**src/rtl/fifo_pkg.sv**
```systemverilog
// Shared types and helpers for the parametrised FIFO and its bench.
package fifo_pkg;

    // Read-mode selector, mirrors the FWFT parameter value.
    typedef enum logic {
        FIFO_STD  = 1'b0,
        FIFO_FWFT = 1'b1
    } fifo_mode_e;

    // Snapshot of every status/error flag, in a fixed order.
    typedef struct packed {
        logic full;
        logic empty;
        logic almost_full;
        logic almost_empty;
        logic overflow;
        logic underflow;
    } fifo_status_t;

    // Pointer width: at least one bit even for tiny depths.
    function automatic int ptr_width(input int depth);
        return (depth > 2) ? $clog2(depth) : 1;
    endfunction

endpackage

```
**src/rtl/param_fifo_mem.sv**
```systemverilog
// DEPTH x DATA_W storage: one synchronous write port, one asynchronous
// read port, no reset (contents are don't-care until written).
module param_fifo_mem #(
    parameter int DATA_W = 8,
    parameter int DEPTH  = 4,
    parameter int PTR_W  = 2
) (
    input  logic              clk,
    input  logic              we_i,
    input  logic [PTR_W-1:0]  waddr_i,
    input  logic [DATA_W-1:0] wdata_i,
    input  logic [PTR_W-1:0]  raddr_i,
    output logic [DATA_W-1:0] rdata_o
);

    logic [DATA_W-1:0] mem_q [DEPTH];

    // Store the pushed word at the write pointer.
    always_ff @(posedge clk) begin
        if (we_i) begin
            mem_q[waddr_i] <= wdata_i;
        end
    end

    assign rdata_o = mem_q[raddr_i];

endmodule

```
**src/rtl/param_fifo.sv**
```systemverilog
// Parametrised single-clock FIFO with optional first-word-fall-through,
// occupancy count, almost-full/empty thresholds and sticky error flags.
module param_fifo
    import fifo_pkg::*;
#(
    parameter int DATA_W    = 8,
    parameter int DEPTH     = 4,
    parameter int FWFT      = 0,
    parameter int AFULL_TH  = DEPTH - 1,
    parameter int AEMPTY_TH = 1,
    localparam int PTR_W    = ptr_width(DEPTH),
    localparam int CNT_W    = $clog2(DEPTH + 1)
) (
    input  logic              clk,
    input  logic              rst,
    input  logic              wr_en,
    input  logic [DATA_W-1:0] wr_data,
    input  logic              rd_en,
    input  logic              clr_err,
    output logic [DATA_W-1:0] rd_data,
    output logic              rd_valid,
    output logic              full,
    output logic              empty,
    output logic              almost_full,
    output logic              almost_empty,
    output logic [CNT_W-1:0]  count,
    output logic              overflow,
    output logic              underflow
);

    localparam logic [PTR_W-1:0] LAST_PTR = PTR_W'(DEPTH - 1);
    localparam logic [PTR_W-1:0] PTR_ONE  = PTR_W'(1);
    localparam logic [CNT_W-1:0] CNT_FULL = CNT_W'(DEPTH);
    localparam logic [CNT_W-1:0] CNT_AF   = CNT_W'(AFULL_TH);
    localparam logic [CNT_W-1:0] CNT_AE   = CNT_W'(AEMPTY_TH);

    logic [PTR_W-1:0]  wr_ptr_q, wr_ptr_d, rd_ptr_q, rd_ptr_d;
    logic [CNT_W-1:0]  count_q, count_d;
    logic              full_q, full_d, empty_q, empty_d;
    logic              afull_q, afull_d, aempty_q, aempty_d;
    logic              ovf_q, ovf_d, udf_q, udf_d;
    logic [DATA_W-1:0] rd_data_q, rd_data_d, mem_rdata_s;
    logic              rd_valid_q, rd_valid_d;
    logic              wr_ok_s, rd_ok_s;

    // Acceptance: a pop needs data; a push needs room or a concurrent pop.
    always_comb begin
        rd_ok_s = rd_en & ~empty_q;
        wr_ok_s = wr_en & (~full_q | rd_ok_s);
    end

    // Pointer advance with explicit wrap so any DEPTH works.
    always_comb begin
        wr_ptr_d = wr_ptr_q;
        rd_ptr_d = rd_ptr_q;
        if (wr_ok_s) begin
            wr_ptr_d = (wr_ptr_q == LAST_PTR) ? '0 : wr_ptr_q + PTR_ONE;
        end else begin
            wr_ptr_d = wr_ptr_q;
        end
        if (rd_ok_s) begin
            rd_ptr_d = (rd_ptr_q == LAST_PTR) ? '0 : rd_ptr_q + PTR_ONE;
        end else begin
            rd_ptr_d = rd_ptr_q;
        end
    end

    // Occupancy, status flags derived from the next count, sticky errors.
    always_comb begin
        count_d  = count_q + CNT_W'(wr_ok_s) - CNT_W'(rd_ok_s);
        full_d   = (count_d == CNT_FULL);
        empty_d  = (count_d == '0);
        afull_d  = (count_d >= CNT_AF);
        aempty_d = (count_d <= CNT_AE);
        // A fresh error in the clearing cycle keeps the flag set.
        ovf_d    = (wr_en & ~wr_ok_s) | (ovf_q & ~clr_err);
        udf_d    = (rd_en & ~rd_ok_s) | (udf_q & ~clr_err);
    end

    // Standard-mode read register: load on pop, otherwise hold.
    always_comb begin
        rd_data_d  = rd_data_q;
        rd_valid_d = 1'b0;
        if (rd_ok_s) begin
            rd_data_d  = mem_rdata_s;
            rd_valid_d = 1'b1;
        end else begin
            rd_data_d  = rd_data_q;
            rd_valid_d = 1'b0;
        end
    end

    // State registers; reset empties the FIFO but leaves storage alone.
    always_ff @(posedge clk or negedge rst) begin
        if (!rst) begin
            wr_ptr_q   <= '0;
            rd_ptr_q   <= '0;
            count_q    <= '0;
            full_q     <= 1'b0;
            empty_q    <= 1'b1;
            afull_q    <= 1'b0;
            aempty_q   <= 1'b1;
            ovf_q      <= 1'b0;
            udf_q      <= 1'b0;
            rd_data_q  <= '0;
            rd_valid_q <= 1'b0;
        end else begin
            wr_ptr_q   <= wr_ptr_d;
            rd_ptr_q   <= rd_ptr_d;
            count_q    <= count_d;
            full_q     <= full_d;
            empty_q    <= empty_d;
            afull_q    <= afull_d;
            aempty_q   <= aempty_d;
            ovf_q      <= ovf_d;
            udf_q      <= udf_d;
            rd_data_q  <= rd_data_d;
            rd_valid_q <= rd_valid_d;
        end
    end

    param_fifo_mem #(
        .DATA_W (DATA_W),
        .DEPTH  (DEPTH),
        .PTR_W  (PTR_W)
    ) u_mem (
        .clk     (clk),
        .we_i    (wr_ok_s),
        .waddr_i (wr_ptr_q),
        .wdata_i (wr_data),
        .raddr_i (rd_ptr_q),
        .rdata_o (mem_rdata_s)
    );

    // FWFT shows the head directly; standard mode uses the read register.
    assign rd_data      = (FWFT != 0) ? mem_rdata_s : rd_data_q;
    assign rd_valid     = (FWFT != 0) ? ~empty_q    : rd_valid_q;
    assign full         = full_q;
    assign empty        = empty_q;
    assign almost_full  = afull_q;
    assign almost_empty = aempty_q;
    assign count        = count_q;
    assign overflow     = ovf_q;
    assign underflow    = udf_q;

endmodule

```
**config.mk**
```make
export PLATFORM = sky130hd
export DESIGN_NAME = param_fifo
export DESIGN_NICKNAME = d
export VERILOG_FILES = /design/src/rtl/fifo_pkg.sv /design/src/rtl/param_fifo_mem.sv /design/src/rtl/param_fifo.sv
export SDC_FILE = /design/constraint.sdc
export NUM_CORES = 1
export LEC_CHECK = 0
export ABC_CLOCK_PERIOD_IN_PS = 6340
export CAP_MARGIN = 20
export CORE_MARGIN = 1.5
export CORE_UTILIZATION = 31
export CTS_CLUSTER_DIAMETER = 60
export DETAILED_ROUTE_END_ITERATION = 7
export PLACE_DENSITY = 0.47
export SKIP_CTS_REPAIR_TIMING = 1
export SLEW_MARGIN = 20
export SYNTH_ARGS = -nofsm -noshare
export SYNTH_HDL_FRONTEND = slang
export SYNTH_SLANG_ARGS = --single-unit
export TNS_END_PERCENT = 50
```
**constraint.sdc**
```tcl
create_clock -name clk -period 6.34 [get_ports clk]
set_input_delay 1.268 -clock clk [delete_from_list [all_inputs] [get_ports clk]]
set_output_delay 1.268 -clock clk [all_outputs]
set_load 0.01 [all_outputs]
```
==> summary.md <==
| Metric | Value |
|---|---|
| Finished Layout Cells | 242 |
| Post-synth ARST share | 40.7% |
| Final hold violation count | 0 |
| Core area | roughly 6500 sq um |
| Post-route design area | 2600 sq um |
| Peak supply drop | 0.140 mV |
| Number of buffers created by CTS | 5 |
| CP Launch Type | input port |
| Routed Antenna Nets | 0 |
| CP Data Required Time | between 6 and 7 ns |
| Placed cells | 234 |
| Leakage | between 1 and 1.5 nW |
| RSZ-0062 raised after global routing | no |
| Mapped Cells | 130 |
| Period utilisation layout | 57.9% |
| HP Start | rd_data[7]$_DFFE_PN0P_ |
| Final Util | approximately 40% |
| CTS tree | built |
| Worst Tran Pin Value | 0.621 ns |
| Yosys top cell area share | 45.4% |
| Setup crit end | full$_DFF_PN0_ |
| Largest net degree at the start of global routing | 23 |
| Initial antenna violation count | 0 |
| Max-cap violations | 0 |
| Antenna diodes | 0 |
| Share of post-route cells with drive strength above 1 | 14.5% |
| WL per Instance | between 10 and 15 um |
| Die area | about 7300 sq um |
| Most frequent cell after synthesis | edfxtp_1 |
| Final hold slack | 0.480 ns |
| Crit Path Class | input port to flop |
| Initial DRC count | 41 |
| Syn nets | 151 |
| Setup crit start | rd_en |
| R2r setup slk | 3.72 ns |
| CTS Root Cell | clkbuf_8 |
| Routability Congestion | 0.651 |
| CP arrival | 3.88 ns |
| Clock skew | 0.00641 ns |
| Cell Pwr Density | 448 nW/um^2 |
| Number of port buffers | 30 |
| Slew HR | 58.6% |
| NumNets Final | 185 |
| Worst-Skew Late Latency | about 0.3 ns |
| Clock slew at reported path FFs | 0.09 ns |
| Site Rows | 29 |
| Max frequency | around 0.27 GHz |
| Crit. End Element | flop |
| Register area share after synthesis | between 70% and 80% |
| CTS Sinks | 54 |
| Die height | 85.6 um |
| Post-synth top cells | edfxtp_1, nand2_1, dfrtp_1, mux4_2 |
| Failing checks | design-rule violations |
| Area post-placement | 2490 sq um |
| Vias in the first global route | roughly 1100 |
| # IOs | 31 |
| Fin worst setup slack | ~2.7 ns |
| Vias | 1084 |
| Most used DFF post-synth | edfxtp_1 |
| Reg2reg end | full$_DFF_PN0_ |
| Cell Area, Synth | 2120 sq um |
| Clock buffer depth | 2 |
| Max Transition Viols Final | 0 |
| Max FO, Critical Path | 14 |
| Post-synth top area cell | edfxtp_1 |
| Die X | between 80 and 90 um |
| Place WS | around 2.3 ns |
| First-pass GRT wire length | about 5800 um |
| Status | complete, but fails checks |
| Remaining global-route overflow | 0 |
| Tightest Hold Check Type | flop to flop |
| Worst reg-to-reg path cell count | 10 |
| R2r startpoint | empty$_DFF_PN1_ |
| Syn avg cell area | between 15 and 20 sq um |
| Cell variety after synth | 24 |
| H-tree depth | 2 |
| Setup TNS | 0 ns |
| Avg Vias per Cell | 4.48 |
| Final setup viols | 0 |
| Area contributors post-synth | edfxtp_1, dfrtp_1, mux4_2 |
| Final min period | 3.67 ns |
| GRT Total Usage | about 11% |
| EDFF count, synth | 32 |
| Initial Util | roughly a third |
| Yosys reg bits | 54 |
| Pwr Total | 1.16 mW |
| Area grow syn2layout | 22.7% |
| Half-perimeter wire length after detailed placement | approximately 2500 um |
| Synth Warn # | 0 |
| First-pass iteration count of the detailed router | 6 |
| Total Wirelength | between 3000 and 4000 um |
| Drt drc | 1 |
## critical path, cell delays in order
cell and delay, ns:
clkdlybuf4s50_1 0.53, nand2b_4 0.15, a21boi_2 0.31, inv_1 0.08, ha_1 0.27, inv_1 0.04, ha_1 0.18, fa_1 0.38
xnor2_1 0.27, xnor2_2 0.18, nor3b_1 0.23
## kinds of logic (layout without fill, tap and decap cells)
| group | Yosys count | in the layout | synth area share, % |
|---|---|---|---|
| flops | 54 | 54 | 71.6 |
| simple gates | 39 | 39 | 8.22 |
| buf+inv | 12 | 47 | 2.60 |
| mux | 10 | 10 | 9.58 |
| fa+ha+maj | 8 | 8 | 5.09 |
| compound gates | 5 | 5 | 1.77 |
| xor+xnor | 2 | 2 | 1.18 |
## worst min path at each step
| stage | endpoint | depth (start not counted) | slack (ns) |
|---|---|---|---|
| floorplan | rd_data[0]$_DFFE_PN0P_ | 2 | 0.51 |
| global placement | rd_data[1]$_DFFE_PN0P_ | 2 | 0.46 |
| detailed placement | rd_data[7]$_DFFE_PN0P_ | 2 | 0.47 |
| CTS | rd_data[7]$_DFFE_PN0P_ | 2 | 0.49 |
| global route | rd_data[7]$_DFFE_PN0P_ | 2 | 0.50 |
| finish | rd_data[7]$_DFFE_PN0P_ | 2 | 0.48 |
## layout make-up
class / instances / area (sq um)
Fill cell: 607 / 3860
Sequential cell: 54 / 1510
Multi-Input combinational cell: 64 / 547
Timing Repair Buffer: 30 / 295
Tap cell: 77 / 96.3
Clock buffer: 6 / 72.6
Clock inverter: 2 / 37.5
Inverter: 9 / 33.8
## report_power, final
part | internal (mW) | total [mW] | switching (mW)
sequential | 0.482 | 0.553 | 0.0707
combinational | 0.213 | 0.385 | 0.172
clock | 0.118 | 0.225 | 0.107
## per-layer routing
metal | global-route usage (%) | share of wire [%]
met3 | 3.75 | 2.8
met4 | 3.52 | 0.83
met5 | 0 | 0
met1 | 13.9 | 45
met2 | 17.5 | 52
## registers in the layout (all words and copies together), names as in the netlist, 2 cells and up
name	cells
rd_ptr_q	2
wr_ptr_q	2
count	3
u_mem.mem_q	32
rd_data	8
## layout by cell type (no fill, tap or decap), types with 2 or more instances in the layout
cell type,count
and2_1,4
clkbuf_8,5
clkdlybuf4s50_1,29
dfrtp_1,20
dfstp_2,2
edfxtp_1,32
ha_1,7
inv_1,7
inv_2,2
mux2_1,2
mux4_2,8
nand2_1,28
nor2_1,2
nor3_1,2
o21ai_0,2
Note: power is estimated with default switching activity, not from simulation.
